## src/rtl/cond_unit_pkg.sv

```systemverilog
// Shared condition-code definitions: flag bit positions, jXX/cmovXX function codes, reset value.
// Also used by the ALU so both sides agree on {ZF,SF,OF} ordering.
package cond_unit_pkg;

    localparam int          CC_W     = 3;
    localparam logic [2:0]  CC_RESET = 3'b100;

    localparam int CC_ZF = 2;
    localparam int CC_SF = 1;
    localparam int CC_OF = 0;

    typedef enum logic [3:0] {
        C_YES = 4'd0,
        C_LE  = 4'd1,
        C_L   = 4'd2,
        C_E   = 4'd3,
        C_NE  = 4'd4,
        C_GE  = 4'd5,
        C_G   = 4'd6
    } cond_fn_e;

endpackage

```

## src/rtl/cond_eval.sv

```systemverilog
// Pure combinational Y86-64 condition function: (cc, ifun) -> cnd.
// Unknown function codes evaluate to 0.
module cond_eval
    import cond_unit_pkg::*;
(
    input  logic [CC_W-1:0] i_cc,
    input  logic [3:0]      i_ifun,
    output logic            o_cnd
);

    logic w_zf;
    logic w_lt;

    assign w_zf = i_cc[CC_ZF];
    assign w_lt = i_cc[CC_SF] ^ i_cc[CC_OF];

    always_comb begin
        o_cnd = 1'b0;
        case (i_ifun)
            C_YES:   o_cnd = 1'b1;
            C_LE:    o_cnd = w_lt | w_zf;
            C_L:     o_cnd = w_lt;
            C_E:     o_cnd = w_zf;
            C_NE:    o_cnd = ~w_zf;
            C_GE:    o_cnd = ~w_lt;
            C_G:     o_cnd = ~w_lt & ~w_zf;
            default: o_cnd = 1'b0;
        endcase
    end

endmodule

```

## src/rtl/cond_unit.sv

```systemverilog
// Execute-stage condition unit: CC register, condition evaluation, M-stage Cnd pipeline register.
// Optional macro COND_ILLEGAL_EN adds the registered illegal-function flag cnd_err.
module cond_unit
    import cond_unit_pkg::*;
(
    input  logic            clk,
    input  logic            rst,
    input  logic [CC_W-1:0] alu_cc,
    input  logic            set_cc,
    input  logic            exc_block,
    input  logic [3:0]      e_ifun,
    input  logic            e_stall,
    input  logic            e_bubble,
    output logic [CC_W-1:0] cc_q,
    output logic            e_cnd,
    output logic            m_cnd
`ifdef COND_ILLEGAL_EN
    ,
    output logic            cnd_err
`endif
);

    logic [CC_W-1:0] r_cc;
    logic            r_mCnd;
    logic            w_cnd;

    // A later-stage exception must not let a squashed OPq change architectural flags
    always_ff @(posedge clk or posedge rst) begin
        if (rst) begin
            r_cc <= CC_RESET;
        end else if (set_cc && !exc_block) begin
            r_cc <= alu_cc;
        end
    end

    cond_eval u_eval (
        .i_cc   (r_cc),
        .i_ifun (e_ifun),
        .o_cnd  (w_cnd)
    );

    always_ff @(posedge clk or posedge rst) begin
        if (rst) begin
            r_mCnd <= 1'b0;
        end else if (e_bubble) begin
            r_mCnd <= 1'b0;
        end else if (!e_stall) begin
            r_mCnd <= w_cnd;
        end
    end

    assign cc_q  = r_cc;
    assign e_cnd = w_cnd;
    assign m_cnd = r_mCnd;

`ifdef COND_ILLEGAL_EN
    logic r_cndErr;

    always_ff @(posedge clk or posedge rst) begin
        if (rst) begin
            r_cndErr <= 1'b0;
        end else if (e_bubble) begin
            r_cndErr <= 1'b0;
        end else if (!e_stall) begin
            r_cndErr <= (e_ifun > 4'd6);
        end
    end

    assign cnd_err = r_cndErr;
`endif

endmodule
```

## config.mk

```make
export PLATFORM = sky130hd
export DESIGN_NAME = cond_unit
export DESIGN_NICKNAME = d
export VERILOG_FILES = /design/src/rtl/cond_unit_pkg.sv /design/src/rtl/cond_eval.sv /design/src/rtl/cond_unit.sv
export SDC_FILE = /design/constraint.sdc
export NUM_CORES = 1
export LEC_CHECK = 0
export ABC_CLOCK_PERIOD_IN_PS = 3400
export CORE_AREA = 2 2 39 41
export CTS_BUF_LIST = sky130_fd_sc_hd__clkbuf_16
export DETAILED_ROUTE_END_ITERATION = 10
export DIE_AREA = 0 0 41 43
export GPL_ROUTABILITY_DRIVEN = 0
export HOLD_SLACK_MARGIN = 0.12
export PLACE_DENSITY = 0.57
export SYNTH_ARGS = -nofsm -noshare
export SYNTH_HDL_FRONTEND = slang
export SYNTH_SLANG_ARGS = --single-unit
```

## constraint.sdc

```tcl
create_clock -name clk -period 3.4 [get_ports clk]
set_input_delay 0.51 -clock clk [delete_from_list [all_inputs] [get_ports clk]]
set_output_delay 0.51 -clock clk [all_outputs]
set_load 0.005 [all_outputs]
```

# Yosys cells after proc, flatten, opt, wreduce, memory -nomap -nowiden
# Index checks and enable logic that the tools add are counted.
totals:
  ff_bits: 4
  latchBits: 0
  ram_bits: 0
  rom_bits: 0
  input_bits: 13
  word_cells: 20
  n_memories: 0
classes:
  n_addsub: 0
  n_mul: 0
  div_mod_pow: 0
  n_lt_le_gt_ge: 0
  n_eq_ne: 7
  shifts: 0
  muxes: 3
  bitwise_logic: 5
  reduce_logical: 3
ops:
  columns: ["op", "n"]
  rows:
  - ["$eq A4 B3 Y1 const B", 3]
  - ["$eq A4 B2 Y1 const B", 2]
  - ["$pmux W1 S7", 1]
  - ["$eq A4 B1 Y1 const B", 1]
  - ["$logic_not A4 Y1", 1]
  - ["$mux W1", 2]
  - ["$ne A2 B1 Y1 const B", 1]
  - ["$not A1 Y1", 2]
  - ["$and A1 B1 Y1", 1]
  - ["$logic_and A1 B1 Y1", 1]
  - ["$logic_not A1 Y1", 1]
  - ["$or A1 B1 Y1", 1]
  - ["$xor A1 B1 Y1", 1]

# Depth between registers and ports, before layout
depth:
  depth_word: 6
  depth_mapped: 4
  ltp_nobuf: 4

# Cells and area by module
# Synthesis repeated with hierarchy kept, for this count alone.
hier_totals:
  cells_unflattened: 21
  area_unflattened_um2: 259.0
modules_own_cells:
  columns: ["mod", "n_inst", "cells_each", "area_each_um2", "seq_area_each_um2"]
  rows:
  - ["cond_unit", 1, 11, 177.7, 101.3]
  - ["cond_eval", 1, 10, 81.3, 0.0]

# Worst setup path after synthesis
# Ideal clock, no wire load.
synth_path:
  path_kind: "input to output"
  startpoint: "input e_ifun[0]"
  endpoint: "output e_cnd"
  arrival_time_ns: 1.165
  t_required_ns: 2.890
  setup_slack_ns: 1.725
  cell_stages: 4
  path_buffers: 0
  path_cell_list: "nor2b_4 a21oi_1 nor3_1 a2111oi_2"
synth_between:
  elab_chain_len: 2
synth_rtl:
  columns: ["element", "line_no", "rtl"]
  rows:
  - ["start, declared", "cond_unit.sv:11", "input logic [3:0] e_ifun,"]
  - ["$eq A4 B3 Y1 (tied with other cells)", "cond_eval.sv:19", "case (i_ifun)"]
  - ["$pmux W1 S7 *", "cond_eval.sv:19", null]
  - ["end, declared", "cond_unit.sv:15", "output logic e_cnd,"]
# Mark *: on every way between the ends. The rest lies on a longest branch, timed or not.

# Worst setup path after layout
# Ends and elaborated chain as after synthesis.

==> results.sh <==
export IMPL_status="finished clean"
export IMPL_htree_levels=1
export IMPL_grt_max_degree=6
export IMPL_first_global_vias=250
export IMPL_fin_skew_ns=0.002685
export IMPL_dieArea_um2=1763
export IMPL_numCtsBuffers=3
export IMPL_synth_distinct_cells=17
export IMPL_design_area_um2=515.5
export IMPL_crit_chain="clkdlybuf4s50_1 -> nor2b_4 -> a21oi_1 -> nor3_1 -> a2111oi_2 -> clkdlybuf4s50_1"
export IMPL_io_pins=18
export IMPL_cts_setup_buffers=0
export IMPL_slew_headroom_pct=77.70
export IMPL_critPathCaptureType="output port"
export IMPL_antenna_found_initial=0
export IMPL_grt_first_pass_wirelength_um=972
export IMPL_crit_start="e_ifun[0]"
export IMPL_multi_input_area_um2=137.6
export IMPL_slowest_delay_ns=0.55
export IMPL_r2r_worst_path_cells=3
export IMPL_cp_data_required_time_ns=2.89
export IMPL_drtAntennaViolNets=0
export IMPL_drive_above_1_share_pct=21.43
export IMPL_num_fill_cells=148
export IMPL_dp_cells=54
export IMPL_min_path_type="in -> async"
export IMPL_cellInternalPower_mw=0.2431
export IMPL_cp_common_cell="clkdlybuf4s50_1"
export IMPL_max_freq_ghz=0.3699
export IMPL_drv_cap=0
export IMPL_routed_wirelength_um=627
export IMPL_pwr_share_comb_pct=17.7
export IMPL_ys_warn_count=0
export IMPL_holdWs_ns=0.4680
export IMPL_final_util_pct=37.25
export IMPL_diodes=0
export IMPL_slew_violations=0
export IMPL_crit_path_start_kind="input pin"
export IMPL_seq_area_um2=101.3
export IMPL_core_rowCount=14
export IMPL_core_area_um2=1384
export IMPL_fin_ws_ns=0.6968
export IMPL_first_iter_violations=2
export IMPL_vias=252
export IMPL_postCtsResizedCells=0
export IMPL_switching_share_pct=19.89
export IMPL_overflow=0
export IMPL_fin_cells=58
export IMPL_clk_latency_ns=0.23
export IMPL_area_delta_synth_final_pct=109.1
export IMPL_p_total_mw=0.3035
export IMPL_p_sw_mw=0.06036
export IMPL_rsz0062_at_grt="no"
export IMPL_synth_seq_area_share_pct=41.12
export IMPL_crit_fanout=3
export IMPL_port_buffers=17
export IMPL_power_frac_seq_pct=20.3
export IMPL_critical_path_reg2reg_startpoint="cc_q[2]"
export IMPL_crit_type="in -> out"
export IMPL_ctsHoldBuffers=0
export IMPL_synth_top_area_share_pct=30.46
export IMPL_fin_crit_ns=2.703
export IMPL_clkPwrFrac_pct=61.9
export IMPL_fp_dieH_um=43
export IMPL_cpMaxStageDelayCell="clkdlybuf4s50_1"
export IMPL_clk_pin_slew_ns=0.03
export IMPL_period_share_pct=79.51
export IMPL_setup_violations=0
export IMPL_clock_sinks=4
export IMPL_syn_area_per_cell_um2=11.74
export IMPL_synth_nets=34
export IMPL_start_util_pct=17.81
export IMPL_leakage_nw=0.2083
export IMPL_yosysTopAreaCell="dfrtp_1"
export IMPL_setup_tns_ns=0
export IMPL_cts_tree="done"
export IMPL_postSynthCellCount=21
export IMPL_power_density_nw_per_um2=588.8
export IMPL_die_x_um=41
export IMPL_drc=0
export IMPL_place_area_um2=436.7
export IMPL_worst_pin_slew_ns=0.3320
export IMPL_clk_path_buf_depth=2
export IMPL_syn_area_um2=246.5
export IMPL_dp_slack_ns=0.6576
export IMPL_r2r_end="m_cnd"
export IMPL_final_common_cell="clkdlybuf4s50_1"
export IMPL_hold_viol=0
export IMPL_cp_arrival_ns=2.19
export IMPL_reg2reg_setup_slack_ns=2.11
export IMPL_groute_usage_overall_pct=8.963
export IMPL_vias_per_cell=4.345
export IMPL_endpoint="e_cnd"
export IMPL_wl_per_cell_um=10.81
export IMPL_vdd_drop_max_uv=261.8
export IMPL_num_nets_final=56
export IMPL_ys_seq_elements=4
export IMPL_yosys_top_cells_area="dfrtp_1 30%, dfstp_2 11%, mux2_2 9.1%, a2111oi_2 6.1%, nor2b_4 5.6%"
export IMPL_firstDrtPassIters=2
export IMPL_root_buffer="clkbuf_16"
export IMPL_final_cell_mix="17 x clkdlybuf4s50_1, 3 x inv_1, 3 x dfrtp_1, 3 x clkbuf_16, 2 x mux2_2"
## flip-flops by register name, summed over array words and instances, names as in the netlist
| name | flops |
|---|---|
| m_cnd | 1 |
| cc_q | 3 |
## logic make-up after synthesis
family,after synthesis,synth area share (%)
and+or+nand+nor,5,14.72
buffers and inverters,2,3.047
DFF,4,41.12
muxes,3,13.70
AOI/OAI and AO/OA,6,23.86
xor gates and xnor gates,1,3.554
## layer usage
metal  vias up  share of wire, %  GRT usage, %
met5         -                 0             0
met4         0               4.8         10.00
met3         4                18         3.665
met2        21                38         10.63
met1       105                39         10.71
li1        122                 -             -
## worst min-delay path by stage
stage,from,to,slack [ns],cells after the start
floorplan,rst,cc_q[0],0.28,1
global placement,m_cnd,m_cnd,0.53,2
detailed placement,cc_q[1],cc_q[1],0.53,1
CTS,rst,cc_q[1],0.47,2
global route,rst,cc_q[1],0.50,2
finish,rst,cc_q[1],0.47,2
## power groups by stage
stage               Sequential, mW  Clock (mW)  Combinational, mW
finish                      0.0617       0.188             0.0538
global route                0.0629       0.194             0.0593
detailed placement          0.0624           0             0.0547
global placement            0.0623           0             0.0544
CTS                         0.0620       0.191             0.0551
floorplan                   0.0620           0             0.0210
## cell type report
type | count | area share, %
clock buffers | 3 | 14.56
repair buffers | 17 | 33.01
clock inverters | 1 | 0.7282
inverters | 2 | 1.456
multi-input cells | 15 | 26.70
flip-flops and latches | 4 | 19.66
well taps | 16 | 3.883
## worst max-delay path: cells and delay by family
family / cells / cell delay [ns]
buffers and inverters: 2 / 0.99
AND/OR/NAND/NOR: 2 / 0.23
AO/OA/AOI/OAI: 2 / 0.45
## synth_stat cells (all sizes together)
cell / n
inv: 2
nand3b: 1
a2111oi: 1
nor2: 1
nor3: 1
dfrtp: 3
nor2b: 2
a2111o: 1
a211oi: 1
dfstp: 1
xor2: 1
o31ai: 2
mux2: 3
a21oi: 1
(Power assumes the default switching activity.)
